`config.mk`:
```
export PLATFORM = sky130hd
export DESIGN_NAME = imem_port_arbiter
export DESIGN_NICKNAME = d
export VERILOG_FILES = /design/src/rtl/imem_arb_pkg.sv /design/src/rtl/imem_port_arbiter.sv
export SDC_FILE = /design/constraint.sdc
export NUM_CORES = 1
export LEC_CHECK = 0
export ABC_CLOCK_PERIOD_IN_PS = 5300
export BUFFER_PORTS_ARGS = -buffer_cell sky130_fd_sc_hd__buf_2
export CAP_MARGIN = 30
export CORE_AREA = 2 2 91 93
export DETAILED_ROUTE_END_ITERATION = 6
export DIE_AREA = 0 0 93 95
export PLACE_DENSITY = 0.66
export SETUP_SLACK_MARGIN = 0.15
export SLEW_MARGIN = 30
export SYNTH_ARGS = -nofsm -noshare
export SYNTH_HDL_FRONTEND = slang
export SYNTH_SLANG_ARGS = --single-unit
```
`constraint.sdc`:
```
create_clock -name clock -period 5.3 [get_ports clock]
set_input_delay 1.06 -clock clock [delete_from_list [all_inputs] [get_ports clock]]
set_output_delay 1.06 -clock clock [all_outputs]
set_load 0.05 [all_outputs]
```
`src/rtl/imem_arb_pkg.sv`:
```
// Shared types and constants for the instruction/data memory port arbiter.
package imem_arb_pkg;

   typedef enum logic [1:0] {
      OWN_NONE,
      OWN_FETCH,
      OWN_DREAD
   } owner_t;

   localparam int             STALL_W   = 16;
   localparam logic [STALL_W-1:0] STALL_MAX = '1;

endpackage

```
`src/rtl/imem_port_arbiter.sv`:
```
// Shares one single-port RAM between fetch, data read and data write with fixed
// priority (write > read > fetch) and a starvation override for fetch.
//
// owner      | meaning
// OWN_NONE   | no read was granted last cycle; no response this cycle
// OWN_FETCH  | fetch was granted last cycle; RAM data goes to fetch port
// OWN_DREAD  | data read was granted last cycle; RAM data goes to dread port
module imem_port_arbiter
   import imem_arb_pkg::*;
#(
   parameter int ADDR_WIDTH   = 9,
   parameter int DATA_WIDTH   = 32,
   parameter int STARVE_LIMIT = 4
) (
   input  logic                    clock,
   input  logic                    resetn,
   input  logic                    fetch_req,
   input  logic [ADDR_WIDTH-1:0]   fetch_addr,
   output logic                    fetch_gnt,
   output logic                    fetch_rvalid,
   output logic [DATA_WIDTH-1:0]   fetch_rdata,
   input  logic                    dread_req,
   input  logic [ADDR_WIDTH+1:0]   dread_addr,
   output logic                    dread_gnt,
   output logic                    dread_rvalid,
   output logic [DATA_WIDTH-1:0]   dread_rdata,
   input  logic                    dwrite_req,
   input  logic [ADDR_WIDTH+1:0]   dwrite_addr,
   input  logic [DATA_WIDTH-1:0]   dwrite_data,
   input  logic [DATA_WIDTH/8-1:0] dwrite_strb,
   output logic                    dwrite_gnt,
   output logic                    mem_en,
   output logic [DATA_WIDTH/8-1:0] mem_we,
   output logic [ADDR_WIDTH-1:0]   mem_addr,
   output logic [DATA_WIDTH-1:0]   mem_wdata,
   input  logic [DATA_WIDTH-1:0]   mem_rdata,
   output logic [STALL_W-1:0]      stall_count
);

   localparam int            SW         = $clog2(STARVE_LIMIT + 1);
   localparam logic [SW-1:0] STARVE_MAX = SW'(STARVE_LIMIT);

   logic [SW-1:0]      r_starve_cnt;
   logic [SW-1:0]      w_starve_nxt;
   owner_t             r_owner;
   owner_t             w_owner_nxt;
   logic [STALL_W-1:0] r_stall_count;
   logic [STALL_W-1:0] w_stall_nxt;
   logic               w_force;
   logic               w_fetch_gnt;
   logic               w_dread_gnt;
   logic               w_dwrite_gnt;
   logic               w_denied;
   logic               w_unused;

   assign w_unused = ^{dread_addr[1:0], dwrite_addr[1:0]};

   // Grants are masked during reset so nothing reaches the RAM in a reset cycle.
   assign w_force      = fetch_req && (r_starve_cnt == STARVE_MAX);
   assign w_dwrite_gnt = resetn && dwrite_req && !w_force;
   assign w_dread_gnt  = resetn && dread_req && !dwrite_req && !w_force;
   assign w_fetch_gnt  = resetn && fetch_req && (w_force || (!dwrite_req && !dread_req));

   assign w_denied = (fetch_req  && !w_fetch_gnt)
                  || (dread_req  && !w_dread_gnt)
                  || (dwrite_req && !w_dwrite_gnt);

   always_comb begin
      w_starve_nxt = '0;
      w_owner_nxt  = OWN_NONE;
      w_stall_nxt  = r_stall_count;
      if (fetch_req && !w_fetch_gnt) begin
         w_starve_nxt = (r_starve_cnt == STARVE_MAX) ? r_starve_cnt : r_starve_cnt + 1'b1;
      end
      if (w_fetch_gnt) begin
         w_owner_nxt = OWN_FETCH;
      end else if (w_dread_gnt) begin
         w_owner_nxt = OWN_DREAD;
      end
      if (w_denied && (r_stall_count != STALL_MAX)) begin
         w_stall_nxt = r_stall_count + 1'b1;
      end
   end

   always_ff @(posedge clock) begin
      if (!resetn) begin
         r_starve_cnt  <= '0;
         r_owner       <= OWN_NONE;
         r_stall_count <= '0;
      end else begin
         r_starve_cnt  <= w_starve_nxt;
         r_owner       <= w_owner_nxt;
         r_stall_count <= w_stall_nxt;
      end
   end

   always_comb begin
      mem_en    = w_fetch_gnt || w_dread_gnt || w_dwrite_gnt;
      mem_we    = '0;
      mem_addr  = '0;
      mem_wdata = '0;
      if (w_dwrite_gnt) begin
         mem_we    = dwrite_strb;
         mem_addr  = dwrite_addr[ADDR_WIDTH+1:2];
         mem_wdata = dwrite_data;
      end else if (w_dread_gnt) begin
         mem_addr = dread_addr[ADDR_WIDTH+1:2];
      end else if (w_fetch_gnt) begin
         mem_addr = fetch_addr;
      end
   end

   assign fetch_gnt    = w_fetch_gnt;
   assign dread_gnt    = w_dread_gnt;
   assign dwrite_gnt   = w_dwrite_gnt;
   assign fetch_rvalid = resetn && (r_owner == OWN_FETCH);
   assign dread_rvalid = resetn && (r_owner == OWN_DREAD);
   assign fetch_rdata  = fetch_rvalid ? mem_rdata : '0;
   assign dread_rdata  = dread_rvalid ? mem_rdata : '0;
   assign stall_count  = resetn ? r_stall_count : '0;

endmodule

```
* After elaboration in Yosys (flattened, before gate mapping)
Index checks and enable logic that the tools add are counted.
Operators by class: $add $sub $neg 2, equal/unequal tests 4, multiplexer cells 10, bitwise gates (word level) 1, reduce and logical (&&, ||, !) cells 28
Operators by type and width (number):
- $mux W32 | 3
- $mux W9 | 3
- $add A16 B1 Y16 const B | 1
- $mux W16 | 1
- $ne A16 B16 Y1 const B | 1
- $logic_and A1 B1 Y1 | 15
- $logic_not A1 Y1 | 6
- $logic_or A1 B1 Y1 | 5
- $mux W4 | 1
- $add A3 B1 Y3 const B | 1
- $eq A3 B3 Y1 const B | 1
- $eq A2 B1 Y1 const B | 1
- $eq A2 B2 Y1 const B | 1
- $mux W2 | 1
- $reduce_and A2 Y1 | 1
- $reduce_or A2 Y1 | 1
- $mux W1 | 1
- $not A1 Y1 | 1
Storage, ports and cells: register bits 21, word-level logic and storage cells 49

* Longest topological paths before layout
depth after elaboration 9, mapped depth 7, gate-level depth less buffers 6

* Least setup slack after synthesis
Ideal clock, no wire load.
kind input to output, start input port resetn, end output port dread_rdata[22], arrival time 2.753 ns, slack 1.487 ns, stages on the path 5, path buffers 2, path through buf_4 -> inv_2 -> nor3b_1 -> clkbuf_1 -> and2_1
Between the ends: longest elaborated chain between the ends 2
Ends and longest elaborated chain:
- start, declared | RTL line imem_port_arbiter.sv:16 | input logic resetn,
- $logic_and A1 B1 Y1 | RTL line imem_port_arbiter.sv:117 | assign dread_rvalid = resetn && (r_owner == OWN_DREAD);
- named net dread_rvalid | RTL line imem_port_arbiter.sv:25 | output logic dread_rvalid,
- $mux W32 | RTL line imem_port_arbiter.sv:119 | assign dread_rdata = dread_rvalid ? mem_rdata : '0;
- end, declared | RTL line imem_port_arbiter.sv:26 | output logic [DATA_WIDTH-1:0] dread_rdata,
The timed path passes the listed nets, and every way through them passes these cells.

* Final worst setup path
start input port resetn, end output port mem_addr[2]
Between the ends: longest elaborated chain between the ends 5, elaborated cells on any way between the ends 10, those cells by class mux: 3; reduce/logical: 7
Ends and longest elaborated chain:
- $logic_and A1 B1 Y1, on equally long branches (2 in series) | RTL line imem_port_arbiter.sv:62, imem_port_arbiter.sv:61
- $mux W9 / $logic_and A1 B1 Y1 (equally long branches) | RTL line imem_port_arbiter.sv:108, imem_port_arbiter.sv:61
- $mux W9 | RTL line imem_port_arbiter.sv:106 | end else if (w_dread_gnt) begin
- $mux W9 (*) | RTL line imem_port_arbiter.sv:102 | if (w_dwrite_gnt) begin
- end, declared | RTL line imem_port_arbiter.sv:34 | output logic [ADDR_WIDTH-1:0] mem_addr,
Every way passes the cells marked *; elsewhere a longest branch is shown, timed or not.

==> results.py <==
metrics = {
    "job": {
        "drv_cap": 0,
    },
    "setup_path": {
        "crit_required_ns": 4.24,
        "worstSetupPathType": "input port to output port",
        "path_cells": "buf_2, nand2_1, nor2_1, a222oi_1, inv_1, buf_2",
        "start_kind": "input port",
        "slowest_delay_ns": 0.62,
        "r2r_slack_ns": 3.33,
        "crit_path_max_fanout": 27,
        "cp_common_cell": "buf_2",
        "cpMaxStageDelayCell": "nor2_1",
        "cp-end-kind": "output port",
        "arrival_ns": 2.66,
    },
    "clock_tree": {
        "h-tree-depth": 1,
        "clock_latency_ns": 0.26,
        "path_clk_slew_ns": 0.08,
        "cts_sinks": 21,
        "clk_path_buf_depth": 2,
        "post_cts_buffers": 0,
        "cts_resized": 0,
        "cts_inserted_buffers": 3,
        "holdBufCountCts": 0,
        "cts_tree": "yes",
        "root_buffer": "clkbuf_8",
    },
    "finish": {
        "final_cell_mix": "230 x buf_2, 114 x and2_1, 21 x dfxtp_1, 19 x nor2_1, 17 x inv_1",
        "diodes": 0,
        "fillers": 845,
        "fin_cells": 603,
        "drive_gt1_frac": 0.504,
        "final_util": 0.423,
        "syn_to_final_growth_pct": 60.6,
        "mostFrequentLayoutCell": "buf_2",
        "nets": 606,
    },
    "synth": {
        "syn_area_per_cell_um2": 7.44,
        "synthesis.nets": 388,
        "syn_inst": 281,
        "yosys_warnings": 0,
        "ys_seq_elements": 21,
        "netlist_area_um2": 2090,
        "synth-seq-area-share": 0.201,
        "ys_types": 42,
    },
    "power_and_ir_drop": {
        "seq_power_share": 0.345,
        "pwr-share-clk": 0.222,
        "internal_power_mw": 0.280,
        "totalPowerFinal_mw": 0.482,
        "switching_power_mw": 0.202,
        "switching_share": 0.420,
        "p_leak_nw": 2.02,
        "power_density_nw_per_um2": 144,
        "peakVddDrop_v": 0.000110,
        "combPwrFrac": 0.434,
    },
    "routing": {
        "detail_route.iter0.violations": 128,
        "drtPass1Iterations": 5,
        "vias": 2787,
        "routedWlPerCell_um": 12.5,
        "vias_per_cell": 4.62,
        "ant_nets": 0,
        "drc": 0,
        "drt-total-wl_um": 7570,
    },
    "sta": {
        "clock_skew_ns": 0.00322,
        "layout_setup_ws_ns": 1.58,
        "finalCriticalPeriod_ns": 3.72,
        "tightestPinTransition_ns": 0.792,
        "rsz0062_at_grt": "false",
        "finalHoldViolCount": 0,
        "finalSetupViolations": 0,
        "max_slew_margin": 0.470,
        "finalSetupTns_ns": 0,
        "max_freq_ghz": 0.269,
        "fin_crit_sh": 0.702,
        "slew_violations": 0,
    },
    "hold_path": {
        "hp-class": "flop to flop",
    },
    "floorplanning": {
        "core_um2": 7930,
        "dieWidth_um": 93,
        "ios": 235,
        "die_y_um": 95,
        "start_util": 0.264,
        "std_cell_rows": 33,
        "dieArea_um2": 8840,
    },
    "grt": {
        "grt_max_degree": 48,
        "grt_pass1_wl_um": 10500,
        "grt_util_all_layers": 0.145,
        "grt_pass1_vias": 2321,
        "grt_overflow_total": 0,
        "antenna_found_initial": 0,
    },
    "placed_design": {
        "portBuffers": 230,
        "pre_cts_slack_ns": 1.51,
        "dpl.cell_count": 599,
        "dpl.hpwl_um": 6220,
        "gp_congestion": 0.826,
    },
    "status": {
        "status": "completed",
    },
}
[kinds of logic after synthesis]
logic type               count (synthesis)  share of synthesized area
AO/OA/AOI/OAI                           30                      0.134
adder cells (fa/ha/maj)                  3                     0.0180
buffers and inverters                   38                     0.0748
flip-flops                              21                      0.201
multiplexers                            11                     0.0587
AND/OR/NAND/NOR                        178                      0.514
[metrics by stage]
step	hold WS, ns	cell area, um2
5_1_grt	0.491	3360
3_3_place_gp	0.428	3310
2_1_floorplan	0.417	2090
4_1_cts	0.461	3360
6_report	0.453	3360
3_5_place_dp	0.443	3310
[flip-flops by register name, summed over array words and instances (netlist names)]
register	cells
r_stall_count	16
r_owner	2
r_starve_cnt	3
[routing by layer]
layer | global-route usage | vias up | wire (um)
met5 | 0 | - | 0
met4 | 0.0221 | 0 | 38
met3 | 0.0311 | 4 | 761
met2 | 0.269 | 146 | 3780
met1 | 0.173 | 1252 | 2980
li1 | - | 1385 | -
[critical path, delay by kind of cell]
kind | cells | cell delay [ns]
compound gates | 1 | 0.14
buf+inv | 3 | 0.70
simple gates | 2 | 0.74
[cell type report]
class / count / area, um2 / area share
multi-input combinational: 222 / 1520 / 0.452
timing repair buffer: 233 / 1170 / 0.350
sequential: 21 / 420 / 0.125
tap: 105 / 131 / 0.0391
inverter: 18 / 67.6 / 0.0201
clock buffer: 4 / 45.0 / 0.0134
[power groups by stage]
stage	Clock (mW)	Combinational, mW	Sequential (mW)
floorplan	0	0.142	0.168
global placement	0	0.207	0.169
detailed placement	0	0.210	0.170
CTS	0.110	0.210	0.166
global route	0.118	0.224	0.167
finish	0.107	0.209	0.166
[Yosys cell counts, drive strengths merged]
master / count / share of area
mux2i: 1 / 0.0048
dfxtp: 21 / 0.20
ha: 3 / 0.018
and3: 3 / 0.0090
or3: 1 / 0.0030
mux2: 10 / 0.054
a211oi: 6 / 0.031
a311o: 1 / 0.0048
nor3: 9 / 0.032
nand3: 7 / 0.017
buf: 3 / 0.011
clkbuf: 17 / 0.031
o311ai: 1 / 0.0042
nor3b: 2 / 0.0096
o311a: 1 / 0.0048
nand2: 11 / 0.021
a21oi: 3 / 0.0090
a2bb2oi: 1 / 0.0042
a31o: 1 / 0.0042
a31oi: 3 / 0.0090
a222oi: 9 / 0.043
a41o: 1 / 0.0048
nor4: 1 / 0.0030
nor2: 19 / 0.034
nand4: 4 / 0.012
nor4b: 1 / 0.0072
inv: 18 / 0.032
a311oi: 1 / 0.0072
and2: 114 / 0.34
o211a: 1 / 0.0048
o21ai: 1 / 0.0024
and4: 6 / 0.025
[final timing paths]
| path | start | endpoint | cells past startpoint |
|---|---|---|---|
| max | resetn | mem_addr[2] | 6 |
| min | r_starve_cnt[0]$_SDFFE_PN0P_ | r_starve_cnt[0]$_SDFFE_PN0P_ | 1 |
| max reg2reg | r_stall_count[0]$_SDFFE_PN0P_ | r_stall_count[9]$_SDFFE_PN0P_ | 5 |
| min reg2reg | r_starve_cnt[0]$_SDFFE_PN0P_ | r_starve_cnt[0]$_SDFFE_PN0P_ | 1 |
Note: power is estimated with default switching activity, not from simulation.
